**config.mk**
```make
export PLATFORM = sky130hd
export DESIGN_NAME = mem_port_arbiter
export DESIGN_NICKNAME = d
export VERILOG_FILES = /design/src/rtl/mips_pkg.sv /design/src/rtl/arb2_rr.sv /design/src/rtl/mem_port_arbiter.sv
export SDC_FILE = /design/constraint.sdc
export NUM_CORES = 1
export LEC_CHECK = 0
export ABC_AREA = 1
export CAP_MARGIN = 20
export CORE_UTILIZATION = 30
export CTS_CLUSTER_DIAMETER = 150
export DETAILED_ROUTE_END_ITERATION = 8
export PLACE_DENSITY_LB_ADDON = 0.25
export SYNTH_ARGS = -nofsm -noshare
export SYNTH_HDL_FRONTEND = slang
export SYNTH_SLANG_ARGS = --single-unit
```
**constraint.sdc**
```tcl
create_clock -name clk -period 3.8 [get_ports clk]
set_input_delay 1.14 -clock clk [delete_from_list [all_inputs] [get_ports clk]]
set_output_delay 1.14 -clock clk [all_outputs]
set_load 0.03 [all_outputs]
```
**src/rtl/mips_pkg.sv**
```systemverilog
// Shared types for the core's memory-side blocks: arbiter states, byte-laned
// words and grant identifiers.
package mips_pkg;

   typedef enum logic [1:0] {ARB_IDLE, ARB_ACCESS, ARB_RESP} arb_state_t;

   typedef logic [7:0] byte_lanes_t [0:3];

   typedef enum logic {GNT_IF, GNT_D} gnt_t;

   localparam int WORD_BYTES = 4;

   // Lane 0 is the most significant byte of the packed word.
   function automatic logic [31:0] pack_lanes(input byte_lanes_t lanes);
      return {lanes[0], lanes[1], lanes[2], lanes[3]};
   endfunction

endpackage

```
**src/rtl/arb2_rr.sv**
```systemverilog
// Two-requester round-robin picker; the remembered winner advances only when
// the caller actually grants.
module arb2_rr
   import mips_pkg::*;
(
   input  logic clk,
   input  logic rst_b,
   input  logic req_if,
   input  logic req_d,
   input  logic en,
   output logic gnt_d
);

   gnt_t last_gnt_reg;
   gnt_t pick;

   always_comb begin
      pick = GNT_IF;
      if (req_if && req_d) begin
         pick = (last_gnt_reg == GNT_D) ? GNT_IF : GNT_D;
      end else if (req_d) begin
         pick = GNT_D;
      end
   end

   assign gnt_d = (pick == GNT_D);

   // Starting at DATA makes the first tie go to fetch.
   always_ff @(posedge clk) begin
      if (rst_b) begin
         last_gnt_reg <= GNT_D;
      end else if (en) begin
         last_gnt_reg <= pick;
      end
   end

endmodule

```
**src/rtl/mem_port_arbiter.sv**
```systemverilog
// Shares one single-ported byte-laned memory between instruction fetch and
// load/store, one access at a time, with a fixed access latency.
module mem_port_arbiter
   import mips_pkg::*;
#(
   parameter int MEM_LATENCY = 2,
   parameter int ADDR_W      = 32
)
(
   input  logic              clk,
   input  logic              rst_b,
   input  logic              halted,
   input  logic              if_req,
   input  logic [ADDR_W-1:0] if_addr,
   output logic              if_valid,
   output logic [31:0]       if_rdata,
   output logic              if_stall,
   input  logic              d_req,
   input  logic              d_we,
   input  logic [ADDR_W-1:0] d_addr,
   input  logic [7:0]        d_wdata [0:3],
   output logic              d_valid,
   output logic [7:0]        d_rdata [0:3],
   output logic              d_stall,
   output logic [ADDR_W-1:0] mem_addr,
   output logic              mem_write_en,
   output logic [7:0]        mem_data_in [0:3],
   input  logic [7:0]        mem_data_out [0:3],
   output logic              busy
);

   localparam int                CNT_W     = $clog2(MEM_LATENCY + 1);
   localparam logic [CNT_W-1:0]  CNT_LOAD  = CNT_W'(MEM_LATENCY - 1);
   localparam logic [ADDR_W-1:0] WORD_MASK = ~ADDR_W'(WORD_BYTES - 1);

   arb_state_t        state_reg, state_next;
   logic [CNT_W-1:0]  cnt_reg, cnt_next;
   gnt_t              gnt_reg, arb_gnt;
   logic              arb_gnt_d;
   logic              we_reg;
   logic [ADDR_W-1:0] addr_reg;
   logic [7:0]        wdata_reg [0:3];

   logic              grant, req_we, last_cycle, capture;
   logic [ADDR_W-1:0] req_addr;

   logic              if_valid_reg, if_valid_next;
   logic              d_valid_reg, d_valid_next;
   logic              mem_write_en_reg, mem_write_en_next;
   logic              busy_reg, busy_next;
   logic [ADDR_W-1:0] mem_addr_reg, mem_addr_next;
   logic [7:0]        mem_data_in_reg [0:3];
   logic [7:0]        mem_data_in_next [0:3];
   logic [31:0]       if_rdata_reg;
   logic [7:0]        d_rdata_reg [0:3];

   arb2_rr u_arb (
      .clk    (clk),
      .rst_b  (rst_b),
      .req_if (if_req),
      .req_d  (d_req),
      .en     (grant),
      .gnt_d  (arb_gnt_d)
   );

   assign arb_gnt    = arb_gnt_d ? GNT_D : GNT_IF;
   assign grant      = (state_reg == ARB_IDLE) && !halted && (if_req || d_req);
   assign req_addr   = ((arb_gnt == GNT_D) ? d_addr : if_addr) & WORD_MASK;
   assign req_we     = (arb_gnt == GNT_D) && d_we;
   assign last_cycle = (state_reg == ARB_ACCESS) && (cnt_reg == '0);
   assign capture    = last_cycle && !we_reg;

   always_ff @(posedge clk) begin
      if (rst_b) begin
         state_reg <= ARB_IDLE;
      end else begin
         state_reg <= state_next;
      end
   end

   always_comb begin
      state_next = state_reg;
      cnt_next   = cnt_reg;
      case (state_reg)
         ARB_IDLE: begin
            if (grant) begin
               state_next = ARB_ACCESS;
               cnt_next   = CNT_LOAD;
            end
         end
         ARB_ACCESS: begin
            if (cnt_reg == '0) begin
               state_next = ARB_RESP;
            end else begin
               cnt_next = cnt_reg - CNT_W'(1);
            end
         end
         ARB_RESP: state_next = ARB_IDLE;
         default:  state_next = ARB_IDLE;
      endcase
   end

   // Registered outputs are computed from the upcoming state so they line up
   // with the state they describe.
   always_comb begin
      busy_next         = (state_next != ARB_IDLE);
      if_valid_next     = (state_next == ARB_RESP) && (gnt_reg == GNT_IF);
      d_valid_next      = (state_next == ARB_RESP) && (gnt_reg == GNT_D);
      mem_write_en_next = grant && req_we;
      mem_addr_next     = '0;
      if (grant) begin
         mem_addr_next = req_addr;
      end else if (state_next == ARB_ACCESS) begin
         mem_addr_next = addr_reg;
      end
   end

   always_ff @(posedge clk) begin
      if (rst_b) begin
         cnt_reg          <= '0;
         gnt_reg          <= GNT_IF;
         we_reg           <= 1'b0;
         addr_reg         <= '0;
         if_valid_reg     <= 1'b0;
         d_valid_reg      <= 1'b0;
         mem_write_en_reg <= 1'b0;
         busy_reg         <= 1'b0;
         mem_addr_reg     <= '0;
         if_rdata_reg     <= '0;
      end else begin
         cnt_reg          <= cnt_next;
         if_valid_reg     <= if_valid_next;
         d_valid_reg      <= d_valid_next;
         mem_write_en_reg <= mem_write_en_next;
         busy_reg         <= busy_next;
         mem_addr_reg     <= mem_addr_next;
         if (grant) begin
            gnt_reg  <= arb_gnt;
            we_reg   <= req_we;
            addr_reg <= req_addr;
         end
         if (capture && (gnt_reg == GNT_IF)) begin
            if_rdata_reg <= pack_lanes(mem_data_out);
         end
      end
   end

   genvar gi;
   generate
      for (gi = 0; gi < WORD_BYTES; gi++) begin : g_lane
         assign mem_data_in_next[gi] = grant ? d_wdata[gi] :
                                       (state_next == ARB_ACCESS) ? wdata_reg[gi] : 8'h00;

         always_ff @(posedge clk) begin
            if (rst_b) begin
               wdata_reg[gi]       <= 8'h00;
               mem_data_in_reg[gi] <= 8'h00;
               d_rdata_reg[gi]     <= 8'h00;
            end else begin
               mem_data_in_reg[gi] <= mem_data_in_next[gi];
               if (grant) begin
                  wdata_reg[gi] <= d_wdata[gi];
               end
               if (capture && (gnt_reg == GNT_D)) begin
                  d_rdata_reg[gi] <= mem_data_out[gi];
               end
            end
         end

         assign mem_data_in[gi] = mem_data_in_reg[gi];
         assign d_rdata[gi]     = d_rdata_reg[gi];
      end
   endgenerate

   assign if_valid     = if_valid_reg;
   assign d_valid      = d_valid_reg;
   assign mem_write_en = mem_write_en_reg;
   assign busy         = busy_reg;
   assign mem_addr     = mem_addr_reg;
   assign if_rdata     = if_rdata_reg;
   assign if_stall     = if_req && !if_valid_reg;
   assign d_stall      = d_req && !d_valid_reg;

endmodule

```
After elaboration in Yosys (flattened, before gate mapping)
Memories as Yosys holds them, arrays and structs flattened.
Cells that the tools add are included.
{ "totals": {"n_memories": 3, "mem_bits_rw": 96, "register_bits": 103, "output_inout_bits": 134, "in_bits": 134, "wordCells": 99} }
{ "mem_list": {"columns": ["name", "depth", "width", "read_ports", "rd_clocked_by_memory_dff", "write_ports", "line", "rtl"], "rows": [
  ["d_rdata_reg", 4, 8, 4, 0, 4, "mem_port_arbiter.sv:55", "logic [7:0] d_rdata_reg [0:3];"],
  ["mem_data_in_reg", 4, 8, 4, 0, 4, "mem_port_arbiter.sv:52", "logic [7:0] mem_data_in_reg [0:3];"],
  ["wdata_reg", 4, 8, 4, 0, 4, "mem_port_arbiter.sv:42", "logic [7:0] wdata_reg [0:3];"]
]} }
{ "classes": {"addsub": 1, "bitwise": 13, "n_reduce_logical": 23, "mux": 42, "n_eq_ne": 5} }
{ "op_table": {"columns": ["operator", "n"], "rows": [
  ["$mux W8", 20],
  ["$mux W32", 3],
  ["$logic_and A1 B1 Y1", 13],
  ["$mux W1", 13],
  ["$or A1 B1 Y1", 12],
  ["$mux W2", 4],
  ["$pmux W2 S2", 2],
  ["$eq A2 B1 Y1 const B", 2],
  ["$logic_not A1 Y1", 4],
  ["$logic_not A2 Y1", 2],
  ["$ne A2 B2 Y1 const B", 2],
  ["$reduce_bool A2 Y1", 2],
  ["$reduce_and A3 Y1", 1],
  ["$eq A2 B2 Y1 const B", 1],
  ["$sub A2 B1 Y2 const B", 1],
  ["$logic_or A1 B1 Y1", 1],
  ["$not A1 Y1", 1]
]} }

Depth between registers and ports, before layout
Gate-level depths: netlist (run 1).
{ "logic_depth": {"word_depth": 9, "mapped_depth": 8, "mapped_depth_nobuf": 7} }

By module
From an unflattened synthesis (run 1), not the netlist that was laid out.
{ "hier_totals": {"hier_cells": 937, "area_unflattened_um2": 7867.5} }
{ "by_module_without_submodules": {"columns": ["mod", "area_each_um2", "cells_per_inst", "seq_area_each_um2", "instances"], "rows": [
  ["mem_port_arbiter", 7820.0, 930, 4604.4, 1],
  ["arb2_rr", 47.5, 7, 20.0, 1]
]} }

Worst setup path before layout (run 1)
OpenSTA, ideal clock, no wires.
{ "synth_timing": {"path_kind": "input port to flip-flop", "startpoint": "input rst_b", "endpoint": "memory d_rdata_reg[0][0] (enable)", "required_ns": 3.322, "n_path_buf": 3, "arrival_ns": 2.435, "setup_ns": 0.478, "slack_ns": 0.888, "cell_stages": 5, "cell_sequence": "buf_2 > inv_2 > buf_2 > clkbuf_1 > nand2_1"} }
{ "synth_rtl": {"columns": ["element", "line", "rtl"], "rows": [
  ["start, declared", "mem_port_arbiter.sv:11", "input logic rst_b,"],
  ["end, declared", "mem_port_arbiter.sv:55", null]
]} }

Worst setup path after layout (run 1)
{ "layout_timing": {"startpoint": "input if_req", "endpoint": "output if_stall"} }
{ "layout_via": {"elab_chain_len": 1} }
{ "layout_rtl": {"columns": ["element", "line", "rtl"], "rows": [
  ["start, declared", "mem_port_arbiter.sv:13", "input logic if_req,"],
  ["$logic_and A1 B1 Y1", "mem_port_arbiter.sv:181", "assign if_stall = if_req && !if_valid_reg;"],
  ["end, declared", "mem_port_arbiter.sv:17", "output logic if_stall,"]
]} }
Every way passes these cells.

==> results of run 1 <==
worst reg2reg max path, cell delays in order (launching register included):
cell,delay (ps)
dfxtp_1,310
inv_1,70
ha_1,220
nand3_1,130
nor2_2,90
buf_4,360
nand2_1,90
nand2_1,70
buf_4,390
per-layer routing:
metal	part of all wire, %	vias up
li1	-	3277
met1	44	2860
met3	7.4	18
met4	1.6	0
met2	47	188
met5	0	-
layout make-up:
type	instances	area share, %
timing repair buffer	276	24.80
clock buffer	19	4.017
tap	324	3.676
multi-input combinational	512	19.62
sequential	199	41.94
inverter	146	4.970
clock inverter	13	0.9758
how the worst max path moves through the flow:
stage | from | end | depth (start not counted)
6_report | if_req | if_stall | 4
3_5_place_dp | if_req | if_stall | 4
5_1_grt | if_req | if_stall | 4
2_1_floorplan | rst_b | d_rdata_reg[0][0]$_SDFFCE_PN0P_ | 5
3_3_place_gp | if_req | if_stall | 4
4_1_cts | if_req | if_stall | 4
cell families after synthesis:
family,after synthesis
compound gates,95
fa+ha+maj,1
buf+inv,195
flops,199
other cells,1
simple gates,414
Yosys cell counts, types with 2 or more instances:
master,n,share of area [%]
clkbuf_1,22,1.1
o21ai_1,30,2.0
nand2_1,234,12
inv_1,141,7.0
buf_4,2,0.20
nand3_1,67,4.4
edfxtp_1,64,25
dfxtp_1,135,36
buf_2,25,1.7
o21ai_0,3,0.20
nor2_1,104,5.2
nand4_1,4,0.33
inv_2,5,0.25
a21oi_1,62,4.1
power breakdown:
group / internal, µW / total [µW] / leakage (µW) / switching [µW]
Combinational: 334 / 784 / 0.00268 / 450
Sequential: 2320 / 2360 / 0.00178 / 41.3
Clock: 881 / 1730 / 0.000280 / 853
Total: 3530 / 4880 / 0.00474 / 1340
cells in the final DEF, fill, tap and decap left out, types with 2 or more instances in the layout:
cell             instances
clkdlybuf4s50_1        260
nand2_1                234
inv_1                  141
dfxtp_1                135
nor2_1                 104
nand3_1                 67
edfxtp_1                64
a21oi_1                 62
o21ai_1                 30
clkbuf_16               17
buf_4                   15
inv_2                    5
nand4_1                  4
inv_6                    4
inv_4                    4
o21ai_0                  3
inv_8                    3
conb_1                   2
through the flow:
| step | cell area (µm²) | hold WS [ps] | util (%) |
|---|---|---|---|
| after global placement | 10480 | 432.7 | 42.70 |
| after floorplan | 7559 | 421.5 | - |
| after global routing | 11030 | 477.5 | 44.95 |
| after detailed placement | 10480 | 437.2 | 42.70 |
| after CTS | 11030 | 454.8 | 44.95 |
| final | 11030 | 452.1 | 44.95 |
==> flow_summary_export.csv, run 1 <==
group,metric,value,unit
clock_network,clock-sinks,199,
clock_network,clockBufferDepth,2,
synthesis,synthAdderAreaFrac,0.1656,%
global_routing,use_met1,18.95,%
floorplan,ioPinCount,268,
power_and_ir_drop,power.leakage,0.004739,µW
clock_network,post_cts.repair.setup_buffers,0,
clock_network,clkLatencyLatePin,430,ps
global_routing,grt_pass1_vias,6018,
setup_path,crit_slowest_cell,"clkdlybuf4s50_1",
synthesis,ys_warn_count,0,
global_routing,grtUsageTotal,15.18,%
placed_design,dp.cells,1457,
sta,timing.slew.headroom,54.77,%
route,wl,19.24,mm
global_routing,grt_pass1_wl,30.95,mm
floorplan,die_h,160.7,µm
sta,fin_crit,3576,ps
synthesis,ys_seq_elements,199,
global_routing,antenna_found_initial,0,
finish,n_fill_cell,2439,
finish,areaGrowthSynthToFinish,45.96,%
outcome,status,"finished clean",
sta,fin_ws,224.0,ps
floorplan,die_w,160.7,µm
sta,worst_pin_slew,677.5,ps
sta,hold_viol_final,0,
finish,layout-drive-gt1-share,4.807,%
global_routing,grt_use_met3,4.623,%
finish,seqCellArea,4624,µm²
route,drtAntennaViolNets,0,
setup_path,r2r-start,"cnt_reg[0]$_SDFFE_PP0P_",
finish,finalNonFillerCells,1489,
synthesis,synth_top_family_by_area,"simple AND/OR/NAND/NOR gates",
route,dr.pass1.iters,6,
synthesis,synthArstFlopShare,0,%
placed_design,port_buffers,261,
synthesis,synth_cell_types,21,
placed_design,hpwl,13.05,mm
clock_network,root_buffer,"clkbuf_16",
clock_network,numCtsBuffers,17,
setup_path,cp-start-kind,"primary input",
synthesis,synth-edff-count,64,
synthesis,syn_avg_cell_area,8.348,µm²
sta,drv_slew,0,
floorplan,std_cell_rows,57,
setup_path,crit_type,"in2out",
power_and_ir_drop,power,4877,µW
clock_network,cts_max_level,4,
synthesis,ys.flop_type,"dfxtp_1",
clock_network,clk_pin_slew_worst_paths,70,ps
placed_design,gp_congestion,0.7521,
sta,grt_setup_unrepaired,"false",
flow_run,drv_cap,0,
setup_path,crit_top_cell,"clkdlybuf4s50_1",
route,drt-initial-drc-count,302,
hold_path,worstHoldStart,"wdata_reg[3][0]$_SDFFCE_PN0P_",
global_routing,met2_usage,24.97,%
synthesis,synth_compound_area_share,6.293,%
setup_path,worstPathRequired,2660,ps
synthesis,netlist_instances,905,
finish,final_net_count,1287,
global_routing,top_usage_layer,"met2",
global_routing,gr-total-overflow,0,
sta,clock_skew,11.19,ps
route,vias,6343,
clock_network,cts_tree,"built",
finish,multi_input_area,2163,µm²
setup_path,worst-path-max-fanout,2,
sta,tns,0,ps
sta,fin_crit_sh,94.10,%
synthesis,synth_xor_xnor_area_share,0,%
setup_path,max_stage_delay,670,ps
power_and_ir_drop,ir_drop,0.2138,mV
setup_path,critical_path.top_delay_family,"buffers and inverters",
synthesis,yosysSeqAreaShare,61.21,%
setup_path,rr_worst_depth,8,
route,via_per_inst,4.260,
floorplan,core_area,24530,µm²
placed_design,dpl_worst_slack,232.3,ps
synthesis,yosys.area_share.simple,22.08,%
sta,fmax,279.6,MHz
setup_path,crit_arrival,2440,ps
sta,setup_viol,0,
floorplan,initial_core_util,30.79,%
synthesis,synth_area,7555,µm²
setup_path,regToRegSetupSlack,1700,ps
setup_path,cp_num_buf_inv,3,
clock_network,ctsHoldBuffers,0,
power_and_ir_drop,powerDensity,442.3,nW/µm²
hold_path,min_to,"mem_data_in_reg[3][0]$_SDFF_PP0_",
floorplan,die-area,25820,µm²
synthesis,synthMuxAreaShare,0,%
setup_path,end_kind,"output pin",
hold_path,hold_depth,2,
global_routing,grt_max_degree,65,
route,wl_per_cell,12.92,µm
finish,n_antenna_cell,0,
hold_path,hp-class,"reg2reg",
route,drc_errors,0,
setup_path,r2r_end,"d_rdata_reg[1][15]$_SDFFCE_PN0P_",
setup_path,path_cells,"clkdlybuf4s50_1 -> inv_1 -> nor2_1 -> clkdlybuf4s50_1",
clock_network,ctsResizeCount,0,
Note: power is estimated with default switching activity, not from simulation.
==> run 2, diff against run 1 <==
Settings changed: ABC_CLOCK_PERIOD_IN_PS from default to 3800.
==> results of run 2 <==
No change in the layout: final DEF, timing and power equal those of run 1.
==> run 3, diff against run 2 <==
Settings changed: CAP_MARGIN 20 to default, CTS_CLUSTER_SIZE from default to 40.
==> results of run 3 <==
No change in the layout: final DEF, timing and power equal those of run 1.
